==> config.mk <==
export PLATFORM = sky130hd
export DESIGN_NAME = lfsr_prng
export DESIGN_NICKNAME = d
export VERILOG_FILES = /design/src/rtl/lfsr_prng.sv
export SDC_FILE = /design/constraint.sdc
export NUM_CORES = 1
export LEC_CHECK = 0
export ABC_CLOCK_PERIOD_IN_PS = 2500
export CORE_MARGIN = 5
export CORE_UTILIZATION = 63
export DETAILED_ROUTE_END_ITERATION = 16
export DONT_BUFFER_PORTS = 1
export GPL_TIMING_DRIVEN = 1
export PLACE_DENSITY = 0.79
export SYNTH_ARGS = -nofsm -noshare
export SYNTH_HDL_FRONTEND = slang
export SYNTH_HIERARCHICAL = 1
export SYNTH_SLANG_ARGS = --single-unit
==> constraint.sdc <==
create_clock -name CLK -period 2.5 [get_ports CLK]
set_input_delay 0.75 -clock CLK [delete_from_list [all_inputs] [get_ports CLK]]
set_output_delay 0.75 -clock CLK [all_outputs]
set_load 0.01 [all_outputs]
==> src/rtl/lfsr_prng.sv <==
// lfsr_prng: runtime-selectable Fibonacci/Galois LFSR that packs OUT_W
// freshly shifted bits into each word and hands it out over valid/ready.
// Supports seed loading, all-zero lockup recovery and backpressure.

// One combinational LFSR step. The output bit is always state[0];
// this block only produces the successor state.
module lfsr_prng_step #(
  parameter int WIDTH = 16
) (
  input  logic             mode,
  input  logic [WIDTH-1:0] taps,
  input  logic [WIDTH-1:0] state,
  output logic [WIDTH-1:0] nxt
);
  // Fibonacci shifts the tap parity in at the MSB; Galois folds taps in when the LSB is set
  always_comb begin
    nxt = state;
    if (mode) nxt = (state >> 1) ^ (state[0] ? taps : '0);
    else      nxt = {^(state & taps), state[WIDTH-1:1]};
  end
endmodule

module lfsr_prng #(
  parameter int               WIDTH        = 16,
  parameter int               OUT_W        = 8,
  parameter logic [WIDTH-1:0] DEFAULT_SEED = 16'hACE1
) (
  input  logic             CLK,
  input  logic             RST,
  input  logic             MODE,
  input  logic [WIDTH-1:0] TAPS,
  input  logic             SEED_VALID,
  input  logic [WIDTH-1:0] SEED,
  input  logic             RAND_READY,
  output logic             RAND_VALID,
  output logic [OUT_W-1:0] RAND_OUT,
  output logic [WIDTH-1:0] STATE_OUT,
  output logic             LOCKUP
);
  localparam int CW = (OUT_W > 1) ? $clog2(OUT_W) : 1;
  localparam logic [CW-1:0] CNT_LAST = CW'(OUT_W - 1);

  typedef enum logic {FILL, HOLD} fsm_t;

  fsm_t             fsm_q, fsm_d;
  logic [WIDTH-1:0] state_q, state_d, step_nxt;
  logic [CW-1:0]    cnt_q, cnt_d;
  logic [OUT_W-1:0] word_q, word_d;
  logic             vld_q, vld_d;
  logic             lock_q, lock_d;

  lfsr_prng_step #(.WIDTH(WIDTH)) u_step (
    .mode  (MODE),
    .taps  (TAPS),
    .state (state_q),
    .nxt   (step_nxt)
  );

  // Register bank; async active-low reset restores the default seed and FILL
  always_ff @(posedge CLK or negedge RST) begin
    if (!RST) begin
      fsm_q   <= FILL;
      state_q <= DEFAULT_SEED;
      cnt_q   <= '0;
      word_q  <= '0;
      vld_q   <= 1'b0;
      lock_q  <= 1'b0;
    end else begin
      fsm_q   <= fsm_d;
      state_q <= state_d;
      cnt_q   <= cnt_d;
      word_q  <= word_d;
      vld_q   <= vld_d;
      lock_q  <= lock_d;
    end
  end

  // Next-state: seed load wins; FILL steps and collects a bit, HOLD waits for the handshake
  always_comb begin
    fsm_d   = fsm_q;
    state_d = state_q;
    cnt_d   = cnt_q;
    word_d  = word_q;
    vld_d   = vld_q;
    lock_d  = lock_q;
    if (SEED_VALID) begin
      // A zero seed would lock the register up, so it maps to the default
      state_d = (SEED == '0) ? DEFAULT_SEED : SEED;
      cnt_d   = '0;
      vld_d   = 1'b0;
      fsm_d   = FILL;
      lock_d  = 1'b0;
    end else begin
      case (fsm_q)
        FILL: begin
          if (state_q == '0) begin
            // Recover from lockup; no bit is taken and the counter holds
            state_d = DEFAULT_SEED;
            lock_d  = 1'b1;
          end else begin
            state_d        = step_nxt;
            word_d[cnt_q]  = state_q[0];
            if (cnt_q == CNT_LAST) begin
              cnt_d = '0;
              vld_d = 1'b1;
              fsm_d = HOLD;
            end else begin
              cnt_d = cnt_q + 1'b1;
            end
          end
        end
        HOLD: begin
          if (vld_q && RAND_READY) begin
            vld_d = 1'b0;
            fsm_d = FILL;
          end
        end
        default: fsm_d = FILL;
      endcase
    end
  end

  assign RAND_VALID = vld_q;
  assign RAND_OUT   = word_q;
  assign STATE_OUT  = state_q;
  assign LOCKUP     = lock_q;
endmodule

Yosys cells after proc, flatten, opt, wreduce, memory -nomap -nowiden

Index checks and enable logic that the tools add are counted.

Flip-flop bits (word level): 30
Input port bits: 37

Add/sub/neg operators: 1
$lt $le $gt $ge: 2
Equality and inequality tests: 6
Muxes and demuxes: 26
Bitwise operators: 5
Reductions and logical operators: 10

Operator list:

| operator                                                   | number |
|---|---|
| 2-to-1 mux 16 bit                                          | 6 |
| zero test 16 bit                                           | 2 |
| AND 16 bit                                                 | 1 |
| XOR reduction 16 bit                                       | 1 |
| XOR 15 x 16 -> 16 bit                                      | 1 |
| 2-to-1 mux 1 bit                                           | 12 |
| 2-to-1 mux 3 bit                                           | 4 |
| bitwise mux 8 bit                                          | 1 |
| inequality test 3 bit, second input constant               | 2 |
| AND reduction 3 bit                                        | 2 |
| less-than comparator 3 x 4 -> 1 bit, second input constant | 1 |
| inequality test 2 bit, second input constant               | 2 |
| one-hot mux 1 bit (2 select lines)                         | 2 |
| AND reduction 2 bit                                        | 2 |
| adder 3 x 1 -> 3 bit, second input constant                | 1 |
| demux 1 bit (select 3 bit)                                 | 1 |
| == test 3 bit, second input constant                       | 1 |
| >= comparator 3 x 1 -> 1 bit, second input constant        | 1 |
| inequality test 3 x 2 -> 1 bit, second input constant      | 1 |
| NOT 1 bit                                                  | 3 |
| logical AND 1 bit                                          | 2 |
| nonzero test 2 bit                                         | 1 |

Depth between registers and ports, before layout

Depth in word-level cells: 6
Mapped depth: 8

Hierarchy

The synthesis kept the hierarchy.

By module, submodules not included:

| module         | instances | cells an instance | area an instance (um^2) | seq. area each (um^2) |
|---|---|---|---|---|
| lfsr_prng      | 1         | 151               | 1514.0                  | 760.7 |
| lfsr_prng_step | 1         | 66                | 420.4                   | 0.0 |

Least setup slack after synthesis

No wires, ideal clock.

Path kind: input port to flip-flop
Start point: in SEED_VALID
End point: reg word_q[7] (netlist: RAND_OUT[7])
Data arrival time: 2.025 ns
Data required time: 2.375 ns
Slack: 0.350 ns
Stages: 5
Buffers on the path: 2
Path through: clkbuf_1 or2_1 clkbuf_1 nor4b_1 mux2_2

Word-level cells in the longest chain between the ends: 2

Ends and longest elaborated chain:

| item                          | line | RTL |
|---|---|---|
| start: declaration            | 32   | `input logic SEED_VALID,` |
| NOT 1 bit (no line)           | -    |  |
| AND reduction 3 bit (no line) | -    |  |
| end signal: assignment        | 72   | `word_q <= word_d;` |
| end: declaration              | 48   | `logic [OUT_W-1:0] word_q, word_d;` |

No other way between the ends.
A chain may end at the register's enable or synchronous reset.

Final worst setup path

Start point: reg state_q[0] (netlist: STATE_OUT[0])
End point: reg state_q[15] (netlist: STATE_OUT[15])

Word-level cells in the longest chain between the ends: 6
Elaborated cells between the ends (all ways): 9
Those cells by class: mux (5); bitwise (2); reduce/logical (2)

Ends and longest elaborated chain:

| item                                                          | line   | RTL |
|---|---|---|
| start: declaration                                            | 46     | `logic [WIDTH-1:0] state_q, state_d, step_nxt;` |
| start signal: assignment                                      | 70     | `state_q <= state_d;` |
| AND 16 bit or 2-to-1 mux 16 bit (tied branches)               | 19, 18 |  |
| XOR reduction 16 bit or XOR 15 x 16 -> 16 bit (tied branches) | 19, 18 |  |
| 2-to-1 mux 16 bit (*)                                         | 18     | `if (mode) nxt = (state >> 1) ^ (state[0] ? taps : '0);` |
| net step_nxt[15]                                              | 46     |  |
| 2-to-1 mux 16 bit (*)                                         | 96     | `if (state_q == '0) begin` |
| 2-to-1 mux 16 bit (*)                                         | 94     | `case (fsm_q)` |
| 2-to-1 mux 16 bit (*)                                         | 86     | `if (SEED_VALID) begin` |

Mark *: on every way through the listed nets, which the timed path passes. The rest lies on a longest branch. The select of a mux whose other input is x is not followed.

==> results.ini <==
[yosys]
syn-instance-count = 217
yosysWarnings = 6
synth_top_area_share_pct = 28.46
synth_area_leaders = dfrtp_1, dfstp_2, xnor2_1
synth_cell_types = 35
async_flop_share_pct = 100.0
syn_nets = 256
yosysSeqAreaShare_pct = 39.33
synth_area_mm2 = 0.001934
yosysMostFrequentCell = nand2_1
synth_top_area_cell = dfrtp_1
synth.avg_cell_area_um2 = 8.914
synth_ff_type = dfrtp_1
synth-edff-count = 0
synth-seq-cells = 30
synthTopCellsByCount = nand2_1, xnor2_1, dfrtp_1, nor2_1, o21ai_0

[sta]
layout_setup_ws_ns = 0.4597
slew_headroom_pct = 60.40
tns_ns = 0
fin_crit_sh_pct = 81.61
fmax_mhz = 490.1
tightest_slew_ns = 0.5941
setup-violations-final = 0
maxSlewViolCount = 0
hold_viol_final = 0
rsz0062_at_grt = no
finClkSkew_ns = 0.01065
finalWorstPathRequiredPeriod_ns = 2.040

[clock_network]
cts.sinks = 30
cts_htree_levels = 2
cts_setup_buffers = 0
cts_made_buffers = 5
path_clk_slew_ns = 0.10
clk_latency_ns = 0.35
clockBufferDepth = 2
cts_hold_buf = 0
cts_tree = yes
cts_root_buf = clkbuf_4
post_cts_resized = 0

[grt]
overflow = 0
grt_max_degree = 31
grt_pass1_vias = 1724
grt_pass1_wl_um = 8052
antenna_found_initial = 0
track_usage_pct = 24.68

[worst_hold_path]
min_path_type = input port to async pin

[place]
place_area_mm2 = 0.001941
preCtsSetupSlack_ns = 0.2453
port_buffers = 0
place_congestion = 0.8480
dp_hpwl_um = 3691

[setup_path]
arrival_ns = 2.32
setup.worst_path.class = flop to flop
cpLargestDelayFamily = XOR/XNOR gates
r2r_start = STATE_OUT[0]
critPathLaunchType = flop
path_common_cell = xnor2_1
reg2reg_to = STATE_OUT[15]
r2r_slack_ns = 0.46
worst_r2r_path_depth = 8
path_cells = nand2_1 -> xor2_1 -> xnor2_1 -> xnor2_1 -> xnor2_1 -> o21ai_1 -> o32ai_1 -> nor2_1
worst-path-buf-inv = 0
cp.required_ns = 2.78
cpMaxStageDelayCell = dfstp_2
slowest_delay_ns = 0.70
path_max_fanout = 13
critPathCaptureType = flop

[die]
io_pins = 63
start_util_pct = 64.42
die_h_um = 65.41
core_mm2 = 0.003003
die_w_um = 65.41
die_area_mm2 = 0.004278
placementRows = 20

[job]
cap_violations = 0

[layout]
final_layout_size_suffix_gt1_share_pct = 15.89
finalNetCount = 252
final_area_mm2 = 0.002018
n_antenna_cell = 0
syn2layout_area_growth_pct = 4.334

[routing]
drt_pass1_iterations = 7
ant_nets = 0
via_per_inst = 6.789
vias = 1677
finalWirelength_um = 5084
drt-initial-drc-count = 209
drc = 0
wl_per_cell_um = 20.58

[outcome]
outcome = finished clean

[power]
peakVddDrop_v = 0.0004109
leakagePower_nw = 0.8077
cellPowerDensity_mw_per_mm2 = 745.6

[cells by family after synthesis]
logic type / Yosys count / synth area share [%]
adders and majority gates: 2 / 1.293
DFF: 30 / 39.33
xor gates and xnor gates: 30 / 14.36
buffers and inverters: 15 / 3.169
muxes: 8 / 4.657
AOI/OAI and AO/OA: 37 / 13.20
and+or+nand+nor: 95 / 24.00
[worst max path at each step]
stage                       from       endpoint  slack [ns]  cells after the start
floorplan             SEED_VALID    RAND_OUT[7]        0.35                      5
global placement         SEED[8]  STATE_OUT[11]        0.28                      4
detailed placement       SEED[8]   STATE_OUT[6]        0.25                      4
CTS                 STATE_OUT[0]  STATE_OUT[15]        0.42                      8
global route        STATE_OUT[0]  STATE_OUT[15]        0.34                      8
finish              STATE_OUT[0]  STATE_OUT[15]        0.46                      8
[per-layer routing]
metal	track usage, %	vias to the layer above	wire [um]
li1	-	746	-
met1	28.51	781	1752
met2	40.71	131	2536
met3	10.09	19	661
met4	9.585	0	133
met5	0	-	0
[power breakdown]
part	internal [mW]	switching, mW
clock network	0.207	0.186
logic	0.195	0.163
registers	0.594	0.159
total	0.996	0.508
[metrics by stage]
step	hold slack (ns)	util, %	std cells	total power [mW]
global placement	0.4555	64.63	239	1.095
CTS	0.07955	67.21	247	1.505
global route	0.06360	67.21	247	1.583
floorplan	0.4544	-	217	1.036
detailed placement	0.4557	64.63	239	1.116
finish	0.08392	67.21	247	1.505
[flip-flops by register name, indices dropped and copies added, names as in the netlist]
name        flops
STATE_OUT      16
RAND_OUT        8
cnt_q           3
LOCKUP          1
RAND_VALID      1
fsm_q           1
[layout by cell type, fill, tap and decap left out, drive strengths merged]
cell	n
a21boi	1
a21oi	5
a311oi	1
a31oi	9
and2	9
and4	1
buf	3
bufinv	1
clkbuf	5
clkinv	2
dfrtp	22
dfstp	8
ha	2
inv	1
mux2	8
nand2	42
nand2b	1
nand3	4
nand3b	1
nand4	2
nor2	18
nor3	3
nor3b	2
nor4	5
nor4b	1
o21ai	12
o32ai	8
o41ai	1
or2	1
or4	5
xnor2	26
xor2	4
[cell type report]
cell class | instances | area (um2)
inverters | 1 | 3.754
clock inverters | 3 | 40.04
clock buffers | 5 | 37.54
multi-input cells | 172 | 1112
fillers | 227 | 984.7
well taps | 33 | 41.29
flip-flops and latches | 30 | 760.7
repair buffers | 3 | 22.52
No activity file was read; power rests on OpenSTA's default activity.
